## src/rtl/reg_pipe_elastic.sv

```systemverilog
// rtl/reg_pipe_elastic.sv - elastic WIDTH x DEPTH register pipeline with valid/ready and bubble collapse
module reg_pipe_elastic #(
  parameter int              WIDTH     = 8,
  parameter int              DEPTH     = 4,
  parameter logic [WIDTH-1:0] RESET_VAL = '0,
  parameter bit              CLR_DATA  = 1'b1,
  localparam int             CW        = $clog2(DEPTH + 1)
) (
  input  logic             clk,
  input  logic             rst,
  input  logic             clr,
  input  logic             in_valid,
  input  logic [WIDTH-1:0] in_data,
  output logic             in_ready,
  output logic             out_valid,
  output logic [WIDTH-1:0] out_data,
  input  logic             out_ready,
  output logic [CW-1:0]    count
);

  logic [DEPTH-1:0]            valid_q, valid_d;
  logic [DEPTH-1:0][WIDTH-1:0] data_q, data_d;
  logic [CW-1:0]               count_q, count_d;
  logic [DEPTH-1:0]            adv;
  logic                        push, pop;

  // Advance chain from the output backwards: a stage may move when it is empty
  // or when the stage after it is moving, so empty stages always absorb bubbles.
  always_comb begin : adv_chain
    logic carry;
    adv          = '0;
    carry        = !valid_q[DEPTH-1] || out_ready;
    adv[DEPTH-1] = carry;
    for (int i = DEPTH - 2; i >= 0; i--) begin
      carry  = !valid_q[i] || carry;
      adv[i] = carry;
    end
  end

  assign in_ready  = adv[0];
  assign out_valid = valid_q[DEPTH-1];
  assign out_data  = data_q[DEPTH-1];
  assign count     = count_q;
  assign push      = in_valid && adv[0];
  assign pop       = valid_q[DEPTH-1] && out_ready;

  // Next state: flush wins over every transfer; otherwise each advancing stage
  // takes its upstream neighbour, loading data only when that neighbour is valid.
  always_comb begin
    valid_d = valid_q;
    data_d  = data_q;
    count_d = count_q;
    if (clr) begin
      valid_d = '0;
      count_d = '0;
      if (CLR_DATA) begin
        data_d = {DEPTH{RESET_VAL}};
      end
    end else begin
      if (adv[0]) begin
        valid_d[0] = in_valid;
        if (in_valid) begin
          data_d[0] = in_data;
        end
      end
      for (int i = 1; i < DEPTH; i++) begin
        if (adv[i]) begin
          valid_d[i] = valid_q[i-1];
          if (valid_q[i-1]) begin
            data_d[i] = data_q[i-1];
          end
        end
      end
      if (push && !pop) begin
        count_d = count_q + 1'b1;
      end else if (!push && pop) begin
        count_d = count_q - 1'b1;
      end
    end
  end

  // State registers; reset clears everything immediately, without a clock edge.
  always_ff @(posedge clk or posedge rst) begin
    if (rst) begin
      valid_q <= '0;
      data_q  <= {DEPTH{RESET_VAL}};
      count_q <= '0;
    end else begin
      valid_q <= valid_d;
      data_q  <= data_d;
      count_q <= count_d;
    end
  end

endmodule

```

## config.mk

```make
export PLATFORM = sky130hd
export DESIGN_NAME = reg_pipe_elastic
export DESIGN_NICKNAME = d
export VERILOG_FILES = /design/src/rtl/reg_pipe_elastic.sv
export SDC_FILE = /design/constraint.sdc
export NUM_CORES = 1
export LEC_CHECK = 0
export CAP_MARGIN = 30
export CORE_ASPECT_RATIO = 1.1
export CORE_MARGIN = 4
export CORE_UTILIZATION = 50
export DETAILED_ROUTE_END_ITERATION = 10
export HOLD_SLACK_MARGIN = 0.15
export PLACE_DENSITY_LB_ADDON = 0.15
export SYNTH_ARGS = -nofsm -noshare
export SYNTH_HDL_FRONTEND = slang
export SYNTH_SLANG_ARGS = --single-unit
```

## constraint.sdc

```tcl
create_clock -name clk -period 2.75 [get_ports clk]
set_input_delay 0.275 -clock clk [delete_from_list [all_inputs] [get_ports clk]]
set_output_delay 0.275 -clock clk [all_outputs]
set_load 0.02 [all_outputs]
```

==> metrics.txt <==
first-pass GRT wire length=5.50 mm; Worst EP arrival=1970 ps; Final Cell Area=0.00218 mm2; sequential element share of the synthesized area=52.4%; leakage=0.953 nW; vias in the first global route=1224; Via density=5.12; post-synth top area share=52.4%; Placed Cells=229; htree depth=2; post-cts hold buffer count=0; Syn Nets=182; worst clock skew=5.21 ps; Pre-antenna DRT Iters=3; maximum VDD drop=0.274 mV; max-cap violation count=0; Worst Tran Pin Value=583 ps; Routed WL per cell=13.3 um; RSZ-0062 raised after global routing=no; root cell of the clock tree=clkbuf_8; final worst path period share=81.6%; Period minus WS final=2250 ps; Pins Over Slew Limit=0; total track usage=15.1%; Initial Util=51.4%; Routability Congestion=0.750; number of routed nets with antenna violations=0; ant diodes=0; Final Util=60.2%; io pins=26; Ys Warns=0; via count=1214; Max Freq=445 MHz; GR Overflow Total=0; synth unique cells=29; Synth area leader=dfrtp_1; #FFs+latches synth=39; DRT iter0 DRCs=59; # port buffers=25; hold slack=395 ps; Worst setup EP type=output port; total die area=0.00477 mm2; maximum root-to-sink buffer count=2; Nets=200; CTS Buf Count=5; Cells after Synth=168; PD cells=503 mW/mm2; final hold violations=0; layout cells sized above 1=7.49%; HP Class=input pin to async pin; EDFF count, synth=0; initial antenna violation count=0; placed cell area=0.00209 mm2; Startpoint Class=flop; CTS tree=built; DRC Markers=0; worst setup path category=flop to output port; status=completed; Clock transition at path regs=80 ps; final setup violation count=0; Clk Latency, worst-skew pair=290 ps; Slew Limit Headroom=61.2%; core region area=0.00363 mm2; setup repair bufs after CTS=0; Setup TNS=0 ps; final WL=3.15 mm; largest fanout on the critical path=13; Die Width=66.2 um; non-filler cells, final=237; Mapped Avg Cell Area=11.1 um2; Place WS=342 ps; most frequent cells after synthesis=39 x dfrtp_1, 25 x nand2b_1, 16 x mux2i_1, 13 x a21oi_1; std cell rows=23; top cells by area, synth=dfrtp_1 52%, mux2i_1 8.6%, nand2b_1 8.4%, a22o_1 3.8%, buf_4 3.6%; Post-synth ARST share=100%; detailed placer's ending HPWL=2.33 mm; cell area after synthesis=0.00186 mm2; worst endpoint required time=2480 ps; TritonCTS Sinks=39; post-cts gate resize count=0; total power=1.10 mW; final worst-path setup slack=505 ps; most common cell in the synthesized netlist=dfrtp_1; area grow syn2layout=17.1%; top_reg_cell synth=dfrtp_1; Die Height=72.0 um; largest net degree at the start of global routing=40
per-layer routing:
metal	up-vias	global-route usage, %	part of all wire [%]
met5	-	0	0
met4	0	6.77	1.9
met3	6	3.87	4.0
met2	23	27.1	52
met1	585	16.5	42
li1	600	-	-
state kept, by name (all words and copies together), names as in the netlist:
name and flops:
count 3, out_data 8, data_q 24, valid_q 4
cell families (layout without fill, tap and decap cells):
family | count (synthesis) | count (layout) | synth area share (%)
simple gates | 52 | 52 | 16.9
flops | 39 | 39 | 52.4
compound gates | 34 | 34 | 12.2
buf+inv | 23 | 42 | 7.05
fa+ha+maj | 1 | 1 | 1.07
mux | 19 | 19 | 10.4
power breakdown:
part / leakage, nW / internal [mW] / switching, mW
clock: 0.0402 / 0.176 / 0.196
combinational: 0.379 / 0.0606 / 0.0619
sequential: 0.534 / 0.591 / 0.0130
total: 0.953 / 0.828 / 0.271
area by class of cell:
class                           count  area [um2]
Fill cell                         341        1440
Clock buffer                        5        68.8
Sequential cell                    39         976
Tap cell                           50        62.6
Inverter                            5        18.8
Timing Repair Buffer               29         280
Multi-Input combinational cell    106         756
Clock inverter                      3        20.0
worst paths after layout:
kind	start	to	slack (ps)	cells after the start
hold reg to reg	data_q[12]$_DFFE_PP0P_	data_q[20]$_DFFE_PP0P_	490	1
hold / removal	rst	out_data[2]$_DFFE_PP0P_	400	3
min in group clk	data_q[12]$_DFFE_PP0P_	data_q[20]$_DFFE_PP0P_	490	1
max in group asynchronous	rst	valid_q[0]$_DFFE_PP0P_	2020	3
setup / recovery	valid_q[2]$_DFFE_PP0P_	in_ready	500	3
setup reg to reg	valid_q[2]$_DFFE_PP0P_	count[2]$_DFFE_PP0P_	590	5
placed cells by master (no fill, tap or decap), drive strengths merged, types with 5 or more instances in the layout:
cell type,netlist,layout
a22o,8,8
nor2,8,8
nand2b,25,25
clkbuf,4,5
inv,5,5
dfrtp,39,39
o21ai,8,8
nand3,9,9
a21oi,13,13
clkdlybuf4s50,0,25
mux2i,16,16
worst max-delay path, cell delays in order (launching register included):
cell             delay [ps]
dfrtp_1                 570
and3b_1                 410
nand3_1                 140
clkdlybuf4s50_1         560
Power figures use the tool's default switching activity.
==> RTL change 1, RTL diff (same flow settings) <==
Change the parameter `CLR_DATA` from 1'b1 to 1'b0.
--- a/src/rtl/reg_pipe_elastic.sv
+++ b/src/rtl/reg_pipe_elastic.sv
@@ -3,7 +3,7 @@
   parameter int              WIDTH     = 8,
   parameter int              DEPTH     = 4,
   parameter logic [WIDTH-1:0] RESET_VAL = '0,
-  parameter bit              CLR_DATA  = 1'b1,
+  parameter bit              CLR_DATA  = 1'b0,
   localparam int             CW        = $clog2(DEPTH + 1)
 ) (
   input  logic             clk,
Function: changed (a bounded check fails within 10 cycles, from zero or initial values and one cycle with rst high).
==> RTL change 1 against the unedited design <==
  * Die area fell by 5.0%
  * Synthesized area fell by 5.6%
  * Sequential cell count did not move
  * Sequential share of layout area rose by 2.8 points
  * Final area fell by 5.8%
  * Worst setup slack improved by 0.15 ns
  * Wire length fell by 17%
  * Non-clock buffer count fell by 3
  * Critical endpoint unchanged
Power is not compared: it rests on default switching activity, and its combinational part moved more than twofold at a synthesized area within 25%.
==> RTL change 1: results <==
[critical_path]
r2r_setup_slack_ns = 0.76
r2r_start = valid_q[3]
regToRegEndpoint = count[2]
reg2regPathDepth = 6
cp_max_fo = 8
cp.arrival_ns = 1.82

[drt]
drt_first_iter_violations = 25
length_of_the_first_detailed_routing_pass_in_iterations = 4
route.final.wire_length_um = 2620
routed-via-count = 1026
avgRoutedWirePerCell_um = 13.1

[min_path]
hold_class = in -> async

[clock_tree]
path_clk_slew_ns = 0.10
numCtsBuffers = 5
cts-root-to-sink-buffers = 2
clock_tree.htree_level_count = 2
cts.root.buffer_cell = clkbuf_4
ctsResizeCount = 0
clk-insertion-delay-late_ns = 0.32
cts_setup_buffers = 0

[pwr]
p_leak_nw = 0.915
netSwitchingFraction = 0.262
ir_worst_vdd_mv = 0.380

[placement]
dp.final_hpwl_um = 1960
gp_routability_congestion = 0.887
placement.io_buffers = 25
placed_cells = 192

[synth]
synth.distinct_cells = 26
synth_warnings = 0
netlist_top_cells_area = dfrtp_1 56%, mux2_2 17%, mux2_4 6.8%
post_synth_most_frequent_cells = 39 x dfrtp_1, 26 x mux2_2, 9 x nor2_1
postSynth.asyncResetShare = 1.00
synth_seq_area_share = 0.555
postSynthNetCount = 144
mapped_cells = 130

[layout]
diodes_inserted = 0
regMostFlops = data_q
largest_register_ffs = 24
post_route_cells_drive_above_1_share = 0.283
nets = 165

[global_route]
antenna_found_initial = 0
grt_pass1_wl_um = 4710
first_global_vias = 1063
maximum_number_of_pins_on_one_net_before_global_route_repair = 40
globalRouteTotalUtil = 0.132

[timing]
worstMarginPinSlew_ns = 0.529
finalClockSkew_ns = 0.00327
timing_hold_violations_final = 0

[status]
status = completed
==> RTL change 1: changes by cell type after synthesis, sizes merged, moves of 3 or more <==
cell	delta
mux2	+31
o21ai	-7
mux2i	-16
a21oi	-9
nand2b	-24
nand3	-9
a22o	-8
nand2	+3
buf	-4
==> RTL change 1: critical path, cell delays in order <==
cell,delay (ns)
clkdlybuf4s50_1,0.59
and3b_1,0.27
nand2_1,0.08
clkdlybuf4s50_1,0.60
==> RTL change 1: power by group through the flow <==
stage                     Clock, mW  Combinational (mW)  Sequential, mW
after floorplan                   0               0.314           0.794
after global placement            0               0.384           0.809
after detailed placement          0               0.395           0.819
after CTS                     0.327               0.396           0.806
after global routing          0.358               0.420           0.828
final                         0.316               0.389           0.803
==> RTL change 1: cells by family after synthesis <==
group / after synthesis / share of synthesized area
compound gates: 11 / 0.0441
flops: 39 / 0.555
mux: 34 / 0.235
fa+ha+maj: 1 / 0.0114
buf+inv: 17 / 0.0619
simple gates: 28 / 0.0925
==> RTL change 1: layout make-up <==
class	count	area [µm²]
Clock buffer	8	68.8
Fill cell	295	1300
Timing Repair Buffer	26	258
Sequential cell	39	976
Multi-Input combinational cell	74	673
Tap cell	48	60.1
Inverter	5	18.8
==> RTL change 1: per-stage QoR <==
step	instance area (µm²)	total power [mW]	worst slack [ns]	hold slack, ns	util
after floorplan	1760	1.11	0.853	0.402	-
after global placement	1990	1.19	0.545	0.484	0.591
after global routing	2050	1.61	0.609	0.385	0.612
after CTS	2050	1.53	0.663	0.375	0.612
final	2050	1.51	0.654	0.368	0.612
after detailed placement	1990	1.21	0.425	0.492	0.591
==> RTL change 1: worst max path at each step <==
stage / end / slack (ns) / startpoint
after global placement: count[2] / 0.55 / out_ready
final: in_ready / 0.65 / out_ready
after floorplan: count[2] / 0.85 / valid_q[3]
after detailed placement: count[2] / 0.42 / out_ready
after CTS: in_ready / 0.66 / out_ready
after global routing: in_ready / 0.61 / out_ready
==> RTL change 1: routing by layer <==
layer,wire [µm],track usage,up-vias
li1,-,-,489
met1,1230,0.173,496
met2,1200,0.201,34
met3,141,0.0386,7
met4,56,0.0610,0
met5,0,0,-
==> RTL change 2, RTL diff (same flow settings) <==
Without the edit above. Make the reset (`rst`) synchronous in one clocked block.
--- a/src/rtl/reg_pipe_elastic.sv
+++ b/src/rtl/reg_pipe_elastic.sv
@@ -80,7 +80,7 @@
   end
 
   // State registers; reset clears everything immediately, without a clock edge.
-  always_ff @(posedge clk or posedge rst) begin
+  always_ff @(posedge clk) begin
     if (rst) begin
       valid_q <= '0;
       data_q  <= {DEPTH{RESET_VAL}};
Behaviour: differs if rst is asserted again (counterexample within 4 cycles, from zero or initial values and one cycle with rst high); with rst held inactive, the same outputs for 10 cycles.
==> RTL change 2 against the unedited design <==
  * Power down 4.4%
  * Die area down 4.0%
  * Synthesized area down 4.5%
  * Worst hold slack better by 0.070 ns
  * Final area down 6.0%
  * Critical endpoint unchanged
  * Highest routed layer unchanged
  * Final cell count up 6.3%
  * Wire length up 0.57%
  * Worst setup slack worse by 0.31 ns
  * Sequential cell count unchanged
==> RTL change 2: results <==
[pwr]
power_frac_clock = 0.363
ir_worst_vdd_mv = 0.530
switching_power_mw = 0.243

[layout]
fill_cells = 326
proportion_of_cell_area_occupied_by_multi_input_gates = 0.400
nets = 218
multi_input_comb_cells = 124
sequential_cell_count = 39
post_route_cells_drive_above_1_share = 0.108

[drt]
routed-via-count = 1328
drt_first_iter_violations = 50
met2_wirelength_from_detailed_routing_um = 1540
route.detailed.vias_per_inst = 5.27

[clock_tree]
clk-insertion-delay-late_ns = 0.34
cts.root.buffer_cell = clkbuf_4

[global_route]
globalRouteTotalUtil = 0.147
groute.layer.met2.usage = 0.245
gr-usage-met3 = 0.0476
grt_use_met1 = 0.170

[placement]
dp.final_hpwl_um = 2320

[synth]
synth_seq_area_share = 0.439
postSynthNetCount = 203
post_synth_most_frequent_cells = 39 x dfxtp_1, 25 x nand2_1, 17 x mux2i_1
syn_area_per_cell_um2 = 9.46

[status]
status = completed
[RTL change 2: worst max-delay path by stage]
stage,endpoint,slack [ns]
after floorplan,count[2],0.49
after global placement,count[2],0.37
after detailed placement,count[2],0.28
after CTS,in_ready,0.17
after global routing,in_ready,0.06
final,in_ready,0.19
[RTL change 2: logic make-up (layout without fill, tap and decap cells)]
| kind of cell | count (synthesis) | after routing | synth area share |
|---|---|---|---|
| XOR/XNOR | 2 | 2 | 0.00985 |
| multiplexers | 17 | 17 | 0.0956 |
| adder cells (fa/ha/maj) | 2 | 2 | 0.0183 |
| AND/OR/NAND/NOR | 64 | 64 | 0.192 |
| buffers and inverters | 25 | 41 | 0.101 |
| AO/OA/AOI/OAI | 39 | 39 | 0.144 |
| flip-flops | 39 | 39 | 0.439 |
[RTL change 2: critical path, cell delays in order (launching register included)]
cell	delay, ns
dfxtp_1	0.72
and4b_4	0.33
buf_4	0.24
nand2_2	0.08
clkdlybuf4s50_1	0.56
